File: src/rtl/fp_add_sequencer.sv
// ============================================================================
//  Module   : fp_add_sequencer
//  Function : Fetches two operands from ROM/RAM, issues them to a clocked FP
//             adder, waits its latency and writes the sum back to scratch RAM.
//  Revision : 1.0
// ============================================================================
`default_nettype none

module fp_add_sequencer #(
  parameter int ADD_LAT = 2
) (
  input  logic        clk,
  input  logic        rst_n,
  input  logic        start_i,
  input  logic        src_a_sel_i,
  input  logic        src_b_sel_i,
  input  logic [2:0]  addr_a_i,
  input  logic [2:0]  addr_b_i,
  input  logic [1:0]  dst_addr_i,
  output logic        busy_o,
  output logic        done_o,
  output logic [31:0] result_o,
  output logic [2:0]  rom_addr_o,
  output logic        rom_oe_o,
  input  logic [31:0] rom_data_i,
  output logic [1:0]  ram_addr_o,
  output logic        ram_rw_o,
  output logic        ram_oe_o,
  output logic [31:0] ram_wdata_o,
  input  logic [31:0] ram_rdata_i,
  output logic [31:0] add_op1_o,
  output logic [31:0] add_op2_o,
  output logic        add_en_o,
  input  logic [31:0] add_sum_i
);

  localparam int CNT_W = (ADD_LAT > 1) ? $clog2(ADD_LAT) : 1;

  typedef enum logic [2:0] {
    S_IDLE, S_RD_A, S_RD_B, S_ISSUE, S_WAIT, S_WR_SETUP, S_WR_PULSE, S_DONE
  } state_t;

  state_t      state_q, state_d;
  logic        src_a_q, src_a_d, src_b_q, src_b_d;
  logic [2:0]  addr_a_q, addr_a_d, addr_b_q, addr_b_d;
  logic [1:0]  dst_q, dst_d;
  logic [31:0] op_a_q, op_a_d, op_b_q, op_b_d;
  logic [CNT_W-1:0] cnt_q, cnt_d;
  logic [31:0] result_q, result_d;

  logic        busy_q, busy_d, done_q, done_d;
  logic [2:0]  rom_addr_q, rom_addr_d;
  logic        rom_oe_q, rom_oe_d, ram_oe_q, ram_oe_d, ram_rw_q, ram_rw_d;
  logic [1:0]  ram_addr_q, ram_addr_d;
  logic [31:0] ram_wdata_q, ram_wdata_d;
  logic [31:0] add_op1_q, add_op1_d, add_op2_q, add_op2_d;
  logic        add_en_q, add_en_d;

  always_comb begin
    state_d  = state_q;
    src_a_d  = src_a_q;
    src_b_d  = src_b_q;
    addr_a_d = addr_a_q;
    addr_b_d = addr_b_q;
    dst_d    = dst_q;
    op_a_d   = op_a_q;
    op_b_d   = op_b_q;
    cnt_d    = cnt_q;
    result_d = result_q;

    case (state_q)
      S_IDLE: begin
        if (start_i) begin
          state_d  = S_RD_A;
          src_a_d  = src_a_sel_i;
          src_b_d  = src_b_sel_i;
          addr_a_d = addr_a_i;
          addr_b_d = addr_b_i;
          dst_d    = dst_addr_i;
        end
      end
      S_RD_A: begin
        op_a_d  = src_a_q ? ram_rdata_i : rom_data_i;
        state_d = S_RD_B;
      end
      S_RD_B: begin
        op_b_d  = src_b_q ? ram_rdata_i : rom_data_i;
        state_d = S_ISSUE;
      end
      S_ISSUE: begin
        cnt_d   = '0;
        state_d = S_WAIT;
      end
      S_WAIT: begin
        if (cnt_q == CNT_W'(ADD_LAT - 1)) begin
          result_d = add_sum_i;
          state_d  = S_WR_SETUP;
        end else begin
          cnt_d = cnt_q + CNT_W'(1);
        end
      end
      S_WR_SETUP: state_d = S_WR_PULSE;
      S_WR_PULSE: state_d = S_DONE;
      S_DONE:     state_d = S_IDLE;
      default:    state_d = S_IDLE;
    endcase

    // Outputs are decoded from the upcoming state so they are registered
    // and valid for the whole duration of that state.
    busy_d      = (state_d != S_IDLE);
    done_d      = 1'b0;
    rom_oe_d    = 1'b0;
    ram_oe_d    = 1'b0;
    ram_rw_d    = 1'b0;
    add_en_d    = 1'b0;
    rom_addr_d  = rom_addr_q;
    ram_addr_d  = ram_addr_q;
    ram_wdata_d = ram_wdata_q;
    add_op1_d   = add_op1_q;
    add_op2_d   = add_op2_q;

    case (state_d)
      S_RD_A: begin
        if (src_a_d) begin
          ram_oe_d   = 1'b1;
          ram_addr_d = addr_a_d[1:0];
        end else begin
          rom_oe_d   = 1'b1;
          rom_addr_d = addr_a_d;
        end
      end
      S_RD_B: begin
        if (src_b_d) begin
          ram_oe_d   = 1'b1;
          ram_addr_d = addr_b_d[1:0];
        end else begin
          rom_oe_d   = 1'b1;
          rom_addr_d = addr_b_d;
        end
      end
      S_ISSUE: begin
        add_en_d  = 1'b1;
        add_op1_d = op_a_d;
        add_op2_d = op_b_d;
      end
      S_WR_SETUP: begin
        ram_addr_d  = dst_d;
        ram_wdata_d = result_d;
      end
      S_WR_PULSE: ram_rw_d = 1'b1;
      S_DONE:     done_d   = 1'b1;
      default: ;
    endcase
  end

  always_ff @(posedge clk or negedge rst_n) begin
    if (!rst_n) begin
      state_q     <= S_IDLE;
      src_a_q     <= 1'b0;
      src_b_q     <= 1'b0;
      addr_a_q    <= '0;
      addr_b_q    <= '0;
      dst_q       <= '0;
      op_a_q      <= '0;
      op_b_q      <= '0;
      cnt_q       <= '0;
      result_q    <= '0;
      busy_q      <= 1'b0;
      done_q      <= 1'b0;
      rom_addr_q  <= '0;
      rom_oe_q    <= 1'b0;
      ram_oe_q    <= 1'b0;
      ram_rw_q    <= 1'b0;
      ram_addr_q  <= '0;
      ram_wdata_q <= '0;
      add_op1_q   <= '0;
      add_op2_q   <= '0;
      add_en_q    <= 1'b0;
    end else begin
      state_q     <= state_d;
      src_a_q     <= src_a_d;
      src_b_q     <= src_b_d;
      addr_a_q    <= addr_a_d;
      addr_b_q    <= addr_b_d;
      dst_q       <= dst_d;
      op_a_q      <= op_a_d;
      op_b_q      <= op_b_d;
      cnt_q       <= cnt_d;
      result_q    <= result_d;
      busy_q      <= busy_d;
      done_q      <= done_d;
      rom_addr_q  <= rom_addr_d;
      rom_oe_q    <= rom_oe_d;
      ram_oe_q    <= ram_oe_d;
      ram_rw_q    <= ram_rw_d;
      ram_addr_q  <= ram_addr_d;
      ram_wdata_q <= ram_wdata_d;
      add_op1_q   <= add_op1_d;
      add_op2_q   <= add_op2_d;
      add_en_q    <= add_en_d;
    end
  end

  assign busy_o      = busy_q;
  assign done_o      = done_q;
  assign result_o    = result_q;
  assign rom_addr_o  = rom_addr_q;
  assign rom_oe_o    = rom_oe_q;
  assign ram_addr_o  = ram_addr_q;
  assign ram_rw_o    = ram_rw_q;
  assign ram_oe_o    = ram_oe_q;
  assign ram_wdata_o = ram_wdata_q;
  assign add_op1_o   = add_op1_q;
  assign add_op2_o   = add_op2_q;
  assign add_en_o    = add_en_q;

endmodule

`default_nettype wire
File: config.mk
export PLATFORM = sky130hd
export DESIGN_NAME = fp_add_sequencer
export DESIGN_NICKNAME = d
export VERILOG_FILES = /design/src/rtl/fp_add_sequencer.sv
export SDC_FILE = /design/constraint.sdc
export NUM_CORES = 1
export LEC_CHECK = 0
export ABC_AREA = 1
export CAP_MARGIN = 40
export CORE_ASPECT_RATIO = 2
export CORE_MARGIN = 4
export CORE_UTILIZATION = 35
export CTS_BUF_LIST = sky130_fd_sc_hd__clkbuf_2 sky130_fd_sc_hd__clkbuf_4 sky130_fd_sc_hd__clkbuf_8
export CTS_CLUSTER_DIAMETER = 200
export DETAILED_ROUTE_END_ITERATION = 8
export GPL_ROUTABILITY_DRIVEN = 0
export PLACE_DENSITY = 0.68
export SLEW_MARGIN = 25
export SYNTH_ARGS = -nofsm -noshare
export SYNTH_HDL_FRONTEND = slang
export SYNTH_SLANG_ARGS = --single-unit
File: constraint.sdc
create_clock -name clk -period 2.2 [get_ports clk]
set_input_delay 0.22 -clock clk [delete_from_list [all_inputs] [get_ports clk]]
set_output_delay 0.22 -clock clk [all_outputs]
set_load 0.03 [all_outputs]
==> run_results.csv, run 1 <==
group,metric,value,unit
sta,max-slew-margin-rel,57.78,%
worst_setup_path,slowest_stage,"clkdlybuf4s50_1",
global_routing,antenna_found_initial,0,
place,dp.cells,1446,
place,dp_slack,0.4862,ns
synth,synth_cells,963,
synth,ys_ff_latch,185,
clocking,clockBufferDepth,2,
power_and_ir_drop,p_leak,5.492,nW
synth,syn_nets,1072,
synth,ys_warn_count,0,
clocking,cts_tree,"yes",
worst_setup_path,rr_worst_depth,5,
synth,synth_common_cells,"nand2_1 (507), dfrtp_1 (185), o21ai_0 (133)",
finish,drive_gt1_share,5.324,%
worst_setup_path,crit_chain,"clkdlybuf4s50_1",
global_routing,grt_pass1_vias,6950,
power_and_ir_drop,ir_worst_vdd,0.0009951,V
sta,tightest_slew,0.6324,ns
run_status,status,"finished clean",
routing,drtIter0Drc,286,
worst_setup_path,critical_path.startpoint_type,"flip-flop",
sta,finalHoldViolations,0,
routing,drc,0,
clocking,cts.repair.resized,0,
global_routing,grt_max_degree,68,
synth,synth_enable_flop_cells,0,
global_routing,gr-total-overflow,0,
clocking,numCtsBuffers,17,
synth,yosysTopAreaCellShare,58.53,%
synth,yosysSeqAreaShare,58.53,%
global_routing,grt_pass1_wl,36960,um
synth,synth_area_leader_cell,"dfrtp_1",
place,dp_hpwl,17240,um
floorplanning,core,0.02216,mm^2
floorplanning,die_w,114.3,um
worst_setup_path,critPathKind,"flip-flop to primary output",
worst_setup_path,crit_cells,1,
floorplanning,dieArea,0.02522,mm^2
sta,fmax,544.5,MHz
worst_setup_path,cp.required,1.98,ns
synth,syn_area,0.007910,mm^2
synth,ys.flop_type,"dfrtp_1",
routing,dr_total_vias,6911,
worst_setup_path,crit_fanout,2,
power_and_ir_drop,finalPower,0.01761,W
sta,slew_viol_final,0,
run,cap_violations,0,
sta,rsz0062_at_grt,"false",
sta,setup_slack,0.3634,ns
synth,ys_async_sr_fraction,100.0,%
sta,setup_viol,0,
synth,synth.avg_cell_area,8.214,um^2
routing,drtAntennaViolNets,0,
clocking,h-tree-depth,4,
synth,synthTopCellsByArea,"dfrtp_1 (59%), nand2_1 (24%), o21ai_0 (8.4%), inv_1 (2.3%), buf_6 (1.3%)",
finish,final_cells,1478,
worst_setup_path,cpPeakStageDelay,0.77,ns
clocking,clk_latency,0.49,ns
floorplanning,num_io_pins,248,
global_routing,grt_usage,19.21,%
floorplanning,start_util,35.70,%
place,portBuffers,247,
worst_setup_path,worst-path-buf-inv,1,
synth,synth_cell_type_count,21,
routing,routedWlPerCell,16.04,um
sta,finalSetupTns,0,ns
power_and_ir_drop,powerDensity,1605,mW/mm^2
finish,final_nets,1299,
clocking,path_clk_slew,0.09,ns
routing,wl,23710,um
worst_hold_path,min_path_type,"input pin to async pin",
worst_setup_path,arrival,1.62,ns
floorplanning,die_y,220.6,um
sta,fin_skew,0.01279,ns
floorplanning,rows,77,
routing,via_per_inst,4.676,
sta,finalCriticalPeriod,1.837,ns
finish,antenna_cells,0,
worst_setup_path,worst_setup_path_end_kind,"primary output",
clocking,cts-root-buf,"clkbuf_8",
sta,min_period_over_period,83.48,%
sta,hold_ws,0.1757,ns
routing,first_pass_iters,5,
worst_setup_path,critPathTopFamily,"buffers and inverters",
finish,areaGrowthSynthToFinish,38.67,%
synth,yosysMostFrequentCell,"nand2_1",
clocking,clock-sinks,185,
[power breakdown]
part | internal [W] | switching, W | total, W
Combinational | 0.00349 | 0.00599 | 0.00948
Sequential | 0.00503 | 0.000920 | 0.00595
Clock | 0.000974 | 0.00121 | 0.00218
Total | 0.00949 | 0.00812 | 0.0176
[path summary, 6_finish.rpt]
check / from / to / slack (ns)
min in group clk: add_sum_i[5] / ram_wdata_o[5] / 0.29
max in group asynchronous: rst_n / add_op1_o[10] / 1.32
min reg2reg: op_a_q[18] / op_a_q[18] / 0.48
max: add_op2_o[15] / add_op2_o[15] / 0.36
min: rst_n / ram_rw_o / 0.18
max reg2reg: state_q[0] / add_op1_o[21] / 0.48
[layer usage]
layer,up-vias,track usage [%],routed length (um)
li1,3427,-,-
met1,3238,20.37,8731
met2,226,36.38,13120
met3,20,5.145,1494
met4,0,5.945,360
met5,-,0,0
[cells by family (layout without fill, tap and decap cells)]
logic type | Yosys count | after routing | synth area share (%)
compound gates | 137 | 137 | 8.700
simple gates | 533 | 533 | 26.19
buf+inv | 108 | 347 | 6.580
flops | 185 | 185 | 58.53
[metrics by stage]
stage / util [%] / instance area, um^2
final: 49.50 / 10970
after global routing: 49.50 / 10970
after CTS: 49.50 / 10970
after detailed placement: 47.77 / 10590
after global placement: 47.77 / 10590
after floorplan: - / 7910
[registers in the layout, summed over array words and instances (netlist names), 2 cells and up]
signal / flops
rom_addr_o: 3
ram_wdata_o: 32
addr_a_q: 3
dst_q: 2
result_o: 32
state_q: 3
op_a_q: 32
ram_addr_o: 2
addr_b_q: 3
add_op2_o: 32
add_op1_o: 32
[placed cells by master (no fill, tap or decap), types with 6 or more instances in the layout]
| master | count |
|---|---|
| dfrtp_1 | 182 |
| nand2_1 | 507 |
| inv_1 | 48 |
| nand4_1 | 8 |
| nor2_1 | 6 |
| clkbuf_8 | 21 |
| clkdlybuf4s50_1 | 246 |
| buf_4 | 12 |
| o21ai_0 | 133 |
[area by class of cell]
cell class | instances | area [um^2]
clock buffer | 20 | 275.3
clock inverter | 11 | 98.84
fill | 2154 | 11190
inverter | 52 | 195.2
multi-input combinational | 670 | 2765
sequential | 185 | 4633
tap | 276 | 345.3
timing repair buffer | 264 | 2656
[repair_timing]
action,4_1_cts,5_1_grt
hold endpoints to repair,184,0
hold buffers,1,0
buffers inserted,0,0
Note: power is estimated with default switching activity, not from simulation.
==> inputs of run 2 (changes only) <==
clock period = 1.9 ns   (was 2.2 ns; I/O delays follow)
==> run_results.csv, run 2 (synthesis results as in run 1) <==
group,metric,value,unit
run_status,status,"finished clean",
routing,wl,23700,um
clocking,cts.repair.resized,0,
clocking,cts_setup_buffers,0,
global_routing,antenna_found_initial,0,
power_and_ir_drop,p_leak,5.549,nW
finish,final_cell_mix,"nand2_1 (507), clkdlybuf4s50_1 (246), dfrtp_1 (182)",
finish,areaGrowthSynthToFinish,40.16,%
power_and_ir_drop,powerDensity,1865,mW/mm^2
worst_setup_path,critPathTopFamily,"buffers and inverters",
worst_hold_path,min_path_type,"input pin to async pin",
worst_setup_path,cpPeakStageDelay,0.69,ns
worst_setup_path,slowest_stage,"clkdlybuf4s50_1",
routing,drc,0,
sta,slew_viol_final,0,
sta,hold_ws,0.2156,ns
sta,max-slew-margin-rel,70.27,%
sta,fmax,560.7,MHz
worst_setup_path,critPathKind,"flip-flop to primary output",
floorplanning,num_io_pins,248,
worst_setup_path,crit_fanout,2,
clocking,cts_tree,"yes",
finish,final_nets,1302,
floorplanning,die_w,114.3,um
worst_setup_path,worst_setup_path_end_kind,"primary output",
clocking,clockBufferDepth,2,
global_routing,grt_pass1_vias,7030,
routing,drtAntennaViolNets,0,
finish,final_common_cell,"nand2_1",
routing,via_per_inst,4.720,
floorplanning,start_util,35.70,%
clocking,h-tree-depth,4,
clocking,numCtsBuffers,17,
worst_setup_path,cp.required,1.71,ns
global_routing,grt_usage,19.05,%
power_and_ir_drop,clkPwrFrac,12.9,%
floorplanning,die_y,220.6,um
routing,dr_total_vias,6995,
power_and_ir_drop,swShare,46.39,%
clocking,cts-root-buf,"clkbuf_8",
worst_setup_path,r2r_slack,0.26,ns
global_routing,gr-total-overflow,0,
clocking,path_clk_slew,0.11,ns
power_and_ir_drop,switchingPower,0.009592,W
power_and_ir_drop,ir_worst_vdd,0.0008718,V
global_routing,grt_max_degree,66,
floorplanning,rows,77,
finish,drive_gt1_share,5.638,%
sta,setup_viol,0,
sta,finalHoldViolations,0,
worst_setup_path,worst-path-buf-inv,1,
worst_setup_path,arrival,1.59,ns
clocking,clock-sinks,185,
finish,antenna_cells,0,
sta,min_period_over_period,93.87,%
power_and_ir_drop,comb_power_share,54.3,%
power_and_ir_drop,p_int,0.01108,W
clocking,clk_latency,0.49,ns
sta,tightest_slew,0.4459,ns
place,dp_hpwl,17230,um
sta,rsz0062_at_grt,"false",
sta,fin_skew,0.01349,ns
sta,finalSetupTns,0,ns
finish,n_fill_cell,2124,
run,cap_violations,0,
sta,finalCriticalPeriod,1.784,ns
floorplanning,core,0.02216,mm^2
routing,drtIter0Drc,266,
worst_setup_path,crit_chain,"clkdlybuf4s50_1",
floorplanning,dieArea,0.02522,mm^2
routing,first_pass_iters,5,
place,portBuffers,247,
global_routing,grt_pass1_wl,36990,um
worst_setup_path,critical_path.startpoint_type,"flip-flop",
power_and_ir_drop,seqPwrFrac,32.9,%
routing,routedWlPerCell,15.99,um
clocking,cts_hold_buffers,1,
## run 2: cell types whose count changed in the layout (fill, tap and decap cells not counted), sizes merged
cell | before | now
clkinv | 7 | 6
buf | 16 | 19
clkinvlp | 3 | 1
inv | 52 | 59
clkbuf | 21 | 18
## run 2: power by group through the flow
stage | Sequential (W) | Combinational (W) | Clock, W
6_report | 0.00679 | 0.0112 | 0.00266
5_1_grt | 0.00702 | 0.0123 | 0.00291
4_1_cts | 0.00682 | 0.0114 | 0.00277
3_5_place_dp | 0.00687 | 0.0114 | 0
3_3_place_gp | 0.00684 | 0.0112 | 0
2_1_floorplan | 0.00942 | 0.00409 | 0
## run 2: metrics by stage
| step | cells | worst slack [ns] | cell area [um^2] | utilization, % | total power [W] |
|---|---|---|---|---|---|
| after floorplan | 963 | 0.6072 | 7910 | - | 0.01351 |
| after global placement | 1449 | 0.3026 | 10680 | 48.21 | 0.01809 |
| after detailed placement | 1449 | 0.2820 | 10680 | 48.21 | 0.01827 |
| after CTS | 1482 | 0.02479 | 11090 | 50.03 | 0.02101 |
| after global routing | 1482 | 0.03776 | 11090 | 50.03 | 0.02219 |
| final | 1482 | 0.1165 | 11090 | 50.03 | 0.02068 |
## run 2: cell type report
cell class / count / area, um^2 / share of cell area (%)
inverters: 52 / 195.2 / 1.761
repair buffers: 267 / 2754 / 24.84
well taps: 276 / 345.3 / 3.115
clock buffers: 17 / 234.0 / 2.110
flip-flops and latches: 185 / 4633 / 41.79
multi-input cells: 670 / 2765 / 24.94
clock inverters: 15 / 160.2 / 1.445
## run 2: path summary, 6_finish.rpt
check	from	end	depth (start not counted)
max	add_op2_o[25]	add_op2_o[25]	1
max in group asynchronous	rst_n	result_o[3]	3
min in group clk	add_sum_i[7]	ram_wdata_o[7]	3
min	rst_n	ram_wdata_o[27]	2
min reg2reg	op_a_q[7]	op_a_q[7]	2
max reg2reg	state_q[0]	add_op1_o[22]	5
## run 2: metal layers
layer  vias to the layer above  track usage [%]  part of all wire, %
met5                         -                0                    0
met4                         0            7.333                  2.6
met3                        34            5.227                  6.0
met2                       216            35.11                   54
met1                      3305            20.35                   38
li1                       3440                -                    -
